## src/rtl/encrypt_stream_sequencer_pkg.sv

```systemverilog
// Shared definitions for the encrypt stream sequencer and its cipher core.
// Holds the FSM encoding, default widths and the per-position whitening table.
// No logic of its own; imported by every file in this slice.
package encrypt_stream_sequencer_pkg;

  localparam int BYTE_W  = 8;
  localparam int COUNT_W = 16;

  typedef enum logic [1:0] {
    ST_IDLE    = 2'd0,
    ST_COLLECT = 2'd1,
    ST_ENCRYPT = 2'd2,
    ST_EMIT    = 2'd3
  } state_t;

  // Position-dependent whitening byte mixed into every cipher character,
  // so repeated text/key pairs at different offsets give different output.
  function automatic logic [7:0] whiten(input int pos);
    case (pos % 16)
      0:       return 8'h07;
      1:       return 8'h20;
      2:       return 8'h0E;
      3:       return 8'h03;
      4:       return 8'h0D;
      5:       return 8'h21;
      6:       return 8'h23;
      7:       return 8'h1F;
      8:       return 8'h03;
      9:       return 8'h5A;
      10:      return 8'h3C;
      11:      return 8'h11;
      12:      return 8'h6B;
      13:      return 8'h2D;
      14:      return 8'h49;
      default: return 8'h72;
    endcase
  endfunction

endpackage

```

## src/rtl/encrypt.sv

```systemverilog
// Combinational cipher core: text char i ^ key char (i mod key length) ^ whitening(i).
// Latency: zero cycles, purely combinational.
// No flow control; the caller holds inputs stable while it samples the output.
module encrypt
  import encrypt_stream_sequencer_pkg::*;
#(
  parameter int p_message_length = 9,
  parameter int p_secret_length  = 6
) (
  input  logic [p_message_length*BYTE_W-1:0] i_w_text,
  input  logic [p_secret_length*BYTE_W-1:0]  i_w_secret,
  output logic [p_message_length*BYTE_W-1:0] o_w_cipher
);

  // Character 0 sits in the MSB byte of both text and secret vectors.
  always_comb begin
    o_w_cipher = '0;
    for (int i = 0; i < p_message_length; i++) begin
      o_w_cipher[(p_message_length-1-i)*BYTE_W +: BYTE_W] =
          i_w_text[(p_message_length-1-i)*BYTE_W +: BYTE_W]
        ^ i_w_secret[(p_secret_length-1-(i % p_secret_length))*BYTE_W +: BYTE_W]
        ^ whiten(i);
    end
  end

endmodule

```

## src/rtl/encrypt_stream_sequencer.sv

```systemverilog
// Collects a message of text bytes, encrypts it against a shadowed secret, streams cipher bytes out.
// Latency: first cipher byte valid 2 edges after the last text handshake, then one byte per cycle.
// Text input is refused outside COLLECT; cipher output holds byte and valid while ready is low.
module encrypt_stream_sequencer
  import encrypt_stream_sequencer_pkg::*;
#(
  parameter int p_message_length = 9,
  parameter int p_secret_length  = 6,
  parameter int p_count_width    = COUNT_W
) (
  input  logic                              i_w_clk,
  input  logic                              i_w_rst_n,
  input  logic [p_secret_length*BYTE_W-1:0] i_w_secret,
  input  logic                              i_w_secret_load,
  input  logic [BYTE_W-1:0]                 i_w_text_byte,
  input  logic                              i_w_text_valid,
  output logic                              o_w_text_ready,
  output logic [BYTE_W-1:0]                 o_r_cipher_byte,
  output logic                              o_r_cipher_valid,
  input  logic                              i_w_cipher_ready,
  output logic                              o_r_secret_valid,
  output logic                              o_r_busy,
  output logic [p_count_width-1:0]          o_r_msg_count
);

  localparam int IDX_W = (p_message_length > 1) ? $clog2(p_message_length) : 1;
  localparam int MSG_W = p_message_length * BYTE_W;
  localparam logic [IDX_W-1:0] LAST_IDX = IDX_W'(p_message_length - 1);

  state_t                            state_q, state_d;
  logic [p_secret_length*BYTE_W-1:0] secret_q, shadow_q;
  logic [MSG_W-1:0]                  text_q, text_d, cipher_q, cipher_w;
  logic [IDX_W-1:0]                  idx_q, emit_q, emit_nxt;
  logic [BYTE_W-1:0]                 next_byte;
  logic                              text_hs, cipher_hs, last_text, last_emit;

  assign o_w_text_ready = (state_q == ST_COLLECT);
  assign text_hs        = i_w_text_valid && o_w_text_ready;
  assign cipher_hs      = o_r_cipher_valid && i_w_cipher_ready && (state_q == ST_EMIT);
  assign last_text      = text_hs && (idx_q == LAST_IDX);
  assign last_emit      = cipher_hs && (emit_q == LAST_IDX);
  assign emit_nxt       = emit_q + 1'b1;

  encrypt #(
    .p_message_length (p_message_length),
    .p_secret_length  (p_secret_length)
  ) u_encrypt (
    .i_w_text   (text_q),
    .i_w_secret (shadow_q),
    .o_w_cipher (cipher_w)
  );

  // Next-state: IDLE only until the first secret arrives, then COLLECT/ENCRYPT/EMIT loop.
  always_comb begin
    state_d = state_q;
    case (state_q)
      ST_IDLE:    if (o_r_secret_valid) state_d = ST_COLLECT;
      ST_COLLECT: if (last_text)        state_d = ST_ENCRYPT;
      ST_ENCRYPT:                       state_d = ST_EMIT;
      ST_EMIT:    if (last_emit)        state_d = ST_COLLECT;
      default:                          state_d = ST_IDLE;
    endcase
  end

  // Byte steering: where the incoming text byte lands, and which cipher byte goes out next.
  always_comb begin
    text_d    = text_q;
    next_byte = '0;
    for (int i = 0; i < p_message_length; i++) begin
      if (idx_q == IDX_W'(i))
        text_d[(p_message_length-1-i)*BYTE_W +: BYTE_W] = i_w_text_byte;
      if (emit_nxt == IDX_W'(i))
        next_byte = cipher_q[(p_message_length-1-i)*BYTE_W +: BYTE_W];
    end
  end

  // State register.
  always_ff @(posedge i_w_clk or negedge i_w_rst_n) begin
    if (!i_w_rst_n) state_q <= ST_IDLE;
    else            state_q <= state_d;
  end

  // Secret register plus the shadow the core sees; a load on the final text edge wins.
  always_ff @(posedge i_w_clk or negedge i_w_rst_n) begin
    if (!i_w_rst_n) begin
      secret_q         <= '0;
      shadow_q         <= '0;
      o_r_secret_valid <= 1'b0;
    end else begin
      if (i_w_secret_load) begin
        secret_q         <= i_w_secret;
        o_r_secret_valid <= 1'b1;
      end
      if (last_text)
        shadow_q <= i_w_secret_load ? i_w_secret : secret_q;
    end
  end

  // Text collection: store byte at idx, wrap idx after the last character.
  always_ff @(posedge i_w_clk or negedge i_w_rst_n) begin
    if (!i_w_rst_n) begin
      text_q <= '0;
      idx_q  <= '0;
    end else if (text_hs) begin
      text_q <= text_d;
      idx_q  <= last_text ? '0 : idx_q + 1'b1;
    end
  end

  // Cipher capture in ENCRYPT and byte-by-byte emission in EMIT.
  always_ff @(posedge i_w_clk or negedge i_w_rst_n) begin
    if (!i_w_rst_n) begin
      cipher_q         <= '0;
      emit_q           <= '0;
      o_r_cipher_byte  <= '0;
      o_r_cipher_valid <= 1'b0;
      o_r_busy         <= 1'b0;
      o_r_msg_count    <= '0;
    end else begin
      o_r_busy <= (state_d == ST_ENCRYPT) || (state_d == ST_EMIT);
      if (state_q == ST_ENCRYPT) begin
        cipher_q         <= cipher_w;
        o_r_cipher_byte  <= cipher_w[MSG_W-1 -: BYTE_W];
        o_r_cipher_valid <= 1'b1;
        emit_q           <= '0;
      end else if (cipher_hs) begin
        if (emit_q == LAST_IDX) begin
          o_r_cipher_valid <= 1'b0;
          emit_q           <= '0;
          o_r_msg_count    <= o_r_msg_count + 1'b1;
        end else begin
          emit_q          <= emit_nxt;
          o_r_cipher_byte <= next_byte;
        end
      end
    end
  end

endmodule

```

## config.mk

```make
export PLATFORM = sky130hd
export DESIGN_NAME = encrypt_stream_sequencer
export DESIGN_NICKNAME = d
export VERILOG_FILES = /design/src/rtl/encrypt_stream_sequencer_pkg.sv /design/src/rtl/encrypt.sv /design/src/rtl/encrypt_stream_sequencer.sv
export SDC_FILE = /design/constraint.sdc
export NUM_CORES = 1
export LEC_CHECK = 0
export CAP_MARGIN = 10
export CORE_AREA = 8 8 172 174
export CTS_CLUSTER_DIAMETER = 200
export DETAILED_ROUTE_END_ITERATION = 8
export DIE_AREA = 0 0 180 182
export SYNTH_ARGS = -nofsm -noshare
export SYNTH_HDL_FRONTEND = slang
export SYNTH_SLANG_ARGS = --single-unit
```

## constraint.sdc

```tcl
create_clock -name i_w_clk -period 2.71 [get_ports i_w_clk]
set_clock_uncertainty 0.2 [all_clocks]
set_input_delay 0.542 -clock i_w_clk [delete_from_list [all_inputs] [get_ports i_w_clk]]
set_output_delay 0.542 -clock i_w_clk [all_outputs]
set_load 0.03 [all_outputs]
```

==> reports/metrics.cfg, run 1 <==
[worst_setup_path]
max_stage_delay_ns=0.52
path_class=reg -> reg
crit_fanout=16
cp.arrival_ns=2.81
cp_top_family=compound AO/OA/AOI/OAI gates
crit_chain=inv_1, ha_1, nor2b_1, buf_4, a22oi_1, o21ai_0, a221oi_1, o31ai_1
crit_buf_inv=2
cpMaxStageDelayCell=dfrtp_1
worstSetupEndpointType=flop
worstPathRequired_ns=2.97
startpoint_type=flop

[drt]
firstDrtPassIters=5
drc_errors=0
num_vias=7563
viasPerCell=5.34
wl_per_cell_um=19.1
drt-total-wl_um=27000
antenna_left=0
drtIter0Drc=521

[grt]
grt_max_degree=73
overflow=0
grt_use_total_pct=16.7
antenna_found_initial=0
grt_pass1_wl_um=43600
grt_pass1_vias=7671

[logic_synthesis]
syn_inst=939
synth-seq-area-share_pct=58.7
synth_cell_types=48
synth.most_common_cell=dfrtp_1
synth_flop_cell=dfrtp_1
yosys_warnings=0
syn_area_per_cell_sq_um=12.6
synth_top_area_share_pct=58.7
netlist_area_sq_um=11800
synth_area_leaders=dfrtp_1 59%, mux2_2 16%, xnor2_1 4.4%, o21ai_0 3.6%, nand2_1 3.5%
ys_async_sr_fraction_pct=100
ys_ff_latch=277
synth_top_cell_by_area=dfrtp_1
synth_fp_nets=1011
synth-edff-count=0
synth_commonest_cells=277 x dfrtp_1, 165 x mux2_2, 111 x nand2_1, 85 x o21ai_0, 59 x xnor2_1

[cells_and_area]
n_antenna_cell=0
stdcell_count=1415
num-nets-final=1125
layout-drive-gt1-share_pct=24.8
area_growth_pct=20.7

[clocking]
clkSlewWorstSetupHoldPaths_ns=0.06
ctsRootBufferMaster=clkbuf_16
cts_setup_buffers=0
cts_sinks=277
ctsHtreeMaxLevel=1
cts.path.max_buffers=3
clk_latency_ns=0.54
cts_buffers=30
cts_tree=done

[sta]
fin_crit_ns=2.56
tns_ns=0
finalSetupViolCount=0
max_slew_margin_pct=54.0
fmax_ghz=0.391
finalHoldViolations=0
max_slew.worst_pin.slew_ns=0.689
finalCritPeriodShare_pct=94.4
rsz0062_at_grt=no
slew_viol_final=0

[die]
die_width_um=180
fp.dieArea_sq_um=32800
ios=89
initial_core_util_pct=44.3
rows=60
die_y_um=182
core_sq_um=26700

[status]
status=completed

[placement]
dp.cells=1361
hpwl_um=18700
gp_congestion=0.878
io_buffers=88

[power]
p_leak_uw=0.00631
ir_drop_mv=0.469
p_per_area_nw_per_um2=1060

[job]
maxCapViolCount=0

[min_path]
hold_path_class=reg -> reg

[flip-flops by register name (all words and copies together), names as in the netlist]
| signal | count |
|---|---|
| cipher_q | 72 |
| text_q | 72 |
| secret_q | 48 |
| shadow_q | 48 |
| o_r_msg_count | 16 |
| o_r_cipher_byte | 8 |
| emit_q | 4 |
| idx_q | 4 |
| state_q | 2 |
| o_r_busy | 1 |
| o_r_cipher_valid | 1 |
| o_r_secret_valid | 1 |
[path summary, 6_finish.rpt]
path,start,to,slack [ns],depth (start not counted)
worst max-delay path,emit_q[0],o_r_cipher_byte[5],0.15,8
worst min-delay path,o_r_msg_count[15],o_r_msg_count[15],0.28,1
worst max register to register,emit_q[0],o_r_cipher_byte[5],0.15,8
worst min register to register,o_r_msg_count[15],o_r_msg_count[15],0.28,1
max in group asynchronous,i_w_rst_n,cipher_q[37],1.20,3
min in group asynchronous,i_w_rst_n,o_r_msg_count[15],0.36,2
[through the flow]
stage               setup WS (ns)  util [%]  cell area [sq um]  power, uW  hold slack (ns)
CTS                         0.116      53.5              14300      15200            0.282
finish                      0.152      53.5              14300      15100            0.279
floorplan                   0.409         -              11800       9710           0.0464
detailed placement          0.180      49.9              13300      11300            0.266
global route               0.0368      53.5              14300      16000            0.297
global placement            0.244      49.9              13300      11200            0.261
[power breakdown]
part           total [uW]  internal, uW  switching (uW)
registers            6780          5600            1180
clock network        3900          2280            1620
logic                4430          2360            2070
total               15100         10200            4860
[layout make-up]
type                            count  area [sq um]
Fill cell                        2322         12400
Timing Repair Buffer              122          1220
Multi-Input combinational cell    615          4710
Tap cell                          341           427
Clock inverter                     10          62.6
Clock buffer                       43           891
Inverter                            7          26.3
Sequential cell                   277          6930
[cells by family (layout without fill, tap and decap cells)]
family,after synthesis,in the layout,share of synthesized area (%)
AO/OA/AOI/OAI,157,157,8.53
buffers and inverters,47,182,1.70
flip-flops,277,277,58.7
multiplexers,170,170,16.2
AND/OR/NAND/NOR,189,189,7.22
XOR/XNOR,88,88,6.52
adder cells (fa/ha/maj),11,11,1.16
[timing repair]
item,4_1_cts,5_1_grt
endpoints found under the setup margin,1,3
pin swaps,0,0
hold buffers,1,0
resized for setup,1,1
endpoints found under the hold margin,65,0
[metal layers]
metal	global-route usage, %	wire length (um)	up-vias
met3	2.79	1300	43
met4	4.53	561	0
li1	-	-	3523
met1	23.6	12900	3816
met2	26.0	12300	181
met5	0	0	-
[placed cells by master, fill, tap and decap left out, types with 2 or more instances in the layout]
cell type	instances
nand2b_1	2
nand2_1	111
a211oi_1	7
or2b_1	2
clkbuf_1	5
a22oi_1	8
xor2_1	29
nand2_2	5
nand4_1	6
buf_12	7
a21o_1	5
clkdlybuf4s50_1	85
nor3_1	8
buf_4	26
clkbuf_8	7
o21ai_0	85
nor2b_1	7
inv_1	7
a21oi_1	13
and3_1	2
nor3_2	2
o31ai_1	9
xnor2_1	58
clkbuf_16	31
nor2_1	26
mux2_2	165
clkinv_2	7
ha_1	11
a221oi_1	20
dfrtp_1	277
mux2_1	5
nand3_1	6
o211a_1	2
Note: power is estimated with default switching activity, not from simulation.
==> inputs of run 2 (changes only) <==
--- a/config.mk
+++ b/config.mk
@@ -8,8 +8,10 @@
 export CAP_MARGIN = 10
 export CORE_AREA = 8 8 172 174
 export CTS_CLUSTER_DIAMETER = 200
+export CTS_CLUSTER_SIZE = 40
 export DETAILED_ROUTE_END_ITERATION = 8
 export DIE_AREA = 0 0 180 182
 export SYNTH_ARGS = -nofsm -noshare
 export SYNTH_HDL_FRONTEND = slang
 export SYNTH_SLANG_ARGS = --single-unit
+export TNS_END_PERCENT = 10
==> run 2 against run 1 <==
Compared with the run above: design area decreased by 4.7%; non-clock buffer count unchanged; sequential power about the same; largest cell class unchanged; final cell count is 2.9% lower; clock power down 49%; sequential share of layout area increased by 2.4 points; via count down 2.9%; flip-flop and latch count unchanged; maximum frequency about the same.
==> reports/metrics.cfg, run 2 (synthesized netlist as in run 1, its figures left out) <==
[die]
core_sq_um=26700  ; unchanged
ios=89  ; unchanged
die_y_um=182  ; unchanged
initial_core_util_pct=44.3  ; unchanged
rows=60  ; unchanged
die_width_um=180  ; unchanged
fp.dieArea_sq_um=32800  ; unchanged

[worst_setup_path]
crit_fanout=7  ; was 16
cp_top_family=flip-flops  ; was compound AO/OA/AOI/OAI gates
crit_buf_inv=1  ; was 2
crit_chain=and2b_1, dlygate4sd2_1  ; was inv_1, ha_1, nor2b_1, buf_4, a22oi_1, o21ai_0, a221oi_1, o31ai_1
worstPathRequired_ns=1.97  ; was 2.97 ns
path_class=reg -> out  ; was reg -> reg
rr_startpoint=emit_q[0]  ; unchanged
max_stage_delay_ns=0.47  ; was 0.52 ns
worstSetupEndpointType=output pin  ; was flop
rrSetupSlack_ns=0.15  ; about the same
startpoint_type=flop  ; unchanged
timing.rr.end=o_r_cipher_byte[5]  ; unchanged
cp.arrival_ns=1.82  ; was 2.81 ns
worstRegToRegCells=8  ; unchanged
cpMaxStageDelayCell=dfrtp_1  ; unchanged

[cells_and_area]
fillers=2364  ; was 2,322
regArea_sq_um=6930  ; unchanged
final_util_pct=51.0  ; was 53.5%
final_cell_mix=277 x dfrtp_1, 165 x mux2_2, 111 x nand2_1, 85 x clkdlybuf4s50_1, 84 x o21ai_0  ; was 277 x dfrtp_1, 165 x mux2_2, 111 x nand2_1, 85 x o21ai_0, 85 x clkdlybuf4s50_1
n_antenna_cell=0  ; unchanged
num-nets-final=1105  ; was 1,125
layout-drive-gt1-share_pct=22.3  ; was 24.8%
multi_input_area_sq_um=4710  ; unchanged
final_common_cell=dfrtp_1  ; unchanged
area_growth_pct=15.0  ; was 20.7%
largest_registers=cipher_q: 72 flops, text_q: 72 flops  ; unchanged

[sta]
finalHoldViolations=0  ; unchanged
slew_viol_final=0  ; unchanged
worst_slack_ns=0.153  ; was 0.152 ns
finalSetupViolCount=0  ; unchanged
tns_ns=0  ; unchanged
fmax_ghz=0.391  ; about the same
max_slew_margin_pct=54.9  ; was 54.0%
rsz0062_at_grt=no  ; unchanged
timing.hold.ws_ns=0.291  ; was 0.279 ns
finalCritPeriodShare_pct=94.4  ; about the same
fin_crit_ns=2.56  ; about the same
max_slew.worst_pin.slew_ns=0.675  ; was 0.689 ns

[drt]
drt-total-wl_um=26600  ; was 27,000 um
num_vias=7346  ; was 7,563
viasPerCell=5.35  ; was 5.34
drc_errors=0  ; unchanged
drtIter0Drc=450  ; was 521
wl_per_cell_um=19.4  ; was 19.1 um
antenna_left=0  ; unchanged
firstDrtPassIters=5  ; unchanged

[clocking]
cts_sinks=277  ; unchanged
clk_latency_ns=0.51  ; was 0.54 ns
cts_setup_buffers=0  ; unchanged
cts.path.max_buffers=3  ; unchanged
ctsHtreeMaxLevel=1  ; unchanged
cts_tree=done  ; unchanged
clkSlewWorstSetupHoldPaths_ns=0.15  ; was 0.06 ns
cts_buffers=10  ; was 30
ctsRootBufferMaster=clkbuf_16  ; unchanged

[min_path]
hold_depth=1  ; unchanged
hold_path_class=reg -> reg  ; unchanged
hp-start=o_r_msg_count[15]  ; unchanged
holdPathEnd=o_r_msg_count[15]  ; unchanged

[power]
p_int_uw=8670  ; was 10,200 uW
p_per_area_nw_per_um2=967  ; was 1060 nW/um^2
p_comb_share_pct=33.6  ; was 29.3%
switching_power_uw=4470  ; was 4860 uW
power_frac_seq_pct=51.4  ; was 44.9%
p_clk_share_pct=15.0  ; was 25.8%
ir_drop_mv=0.470  ; was 0.469 mV
power_uw=13100  ; was 15,100 uW
p_leak_uw=0.00597  ; was 0.00631 uW
swShare_pct=34.0  ; was 32.2%

[grt]
overflow=0  ; unchanged
grt_pass1_wl_um=43000  ; was 43,600 um
grt_max_degree=73  ; unchanged
grt_pass1_vias=7452  ; was 7,671
grt_use_total_pct=16.4  ; was 16.7%
antenna_found_initial=1  ; was 0

[job]
maxCapViolCount=0  ; unchanged

[status]
status=completed  ; unchanged

[placement]
io_buffers=88  ; unchanged
gp_congestion=0.878  ; unchanged
pre_cts_slack_ns=0.180  ; unchanged
hpwl_um=18700  ; unchanged

-- run 2: cell types whose count changed in the layout (fill, tap and decap cells not counted), sizes merged --
cell / previous run / this run
clkinvlp: 1 / 0
inv: 8 / 7
clkbuf: 43 / 11
clkinv: 8 / 1
-- run 2: final cells by class --
| type | instances | area share (%) |
|---|---|---|
| clock buffers | 11 | 2.02 |
| clock inverters | 1 | 0.0368 |
| inverters | 7 | 0.193 |
| multi-input cells | 615 | 34.6 |
| flip-flops and latches | 277 | 51.0 |
| well taps | 341 | 3.14 |
| repair buffers | 122 | 9.01 |
-- run 2: how the worst max path moves through the flow --
stage / from / to / slack [ns] / cells past startpoint
after floorplan: emit_q[0] / o_r_cipher_byte[4] / 0.41 / 10
after global placement: i_w_cipher_ready / o_r_msg_count[11] / 0.24 / 6
after detailed placement: i_w_cipher_ready / o_r_msg_count[15] / 0.18 / 6
after CTS: state_q[0] / o_w_text_ready / 0.13 / 2
after global routing: emit_q[0] / o_r_cipher_byte[2] / 0.04 / 7
final: state_q[0] / o_w_text_ready / 0.15 / 2
-- run 2: layer usage --
layer  track usage (%)  share of wire [%]  vias to the layer above
li1                  -                  -                     3453
met1              23.7                 48                     3713
met2              26.0                 46                      155
met3              2.36                4.6                       25
met4              2.97                1.4                        0
met5                 0                  0                        -
-- run 2: what timing repair did --
action | 4_1_cts | 5_1_grt
setup endpoints to repair | 1 | 4
hold buffers | 1 | 0
endpoints found under the hold margin | 65 | 0
resized for setup | 1 | 2
gates cloned | 0 | 0
pin swaps | 0 | 0
-- run 2: per-stage QoR --
step / cells / instance area (sq um)
2_1_floorplan: 939 / 11800
3_3_place_gp: 1361 / 13300
3_5_place_dp: 1361 / 13300
4_1_cts: 1374 / 13600
5_1_grt: 1374 / 13600
6_report: 1374 / 13600
-- run 2: power groups by stage --
stage / clock [uW] / combinational [uW] / sequential (uW)
after floorplan: 0 / 3180 / 6540
after global placement: 0 / 4330 / 6820
after detailed placement: 0 / 4420 / 6860
after CTS: 2050 / 4440 / 6770
after global routing: 2190 / 4880 / 6950
final: 1970 / 4420 / 6750
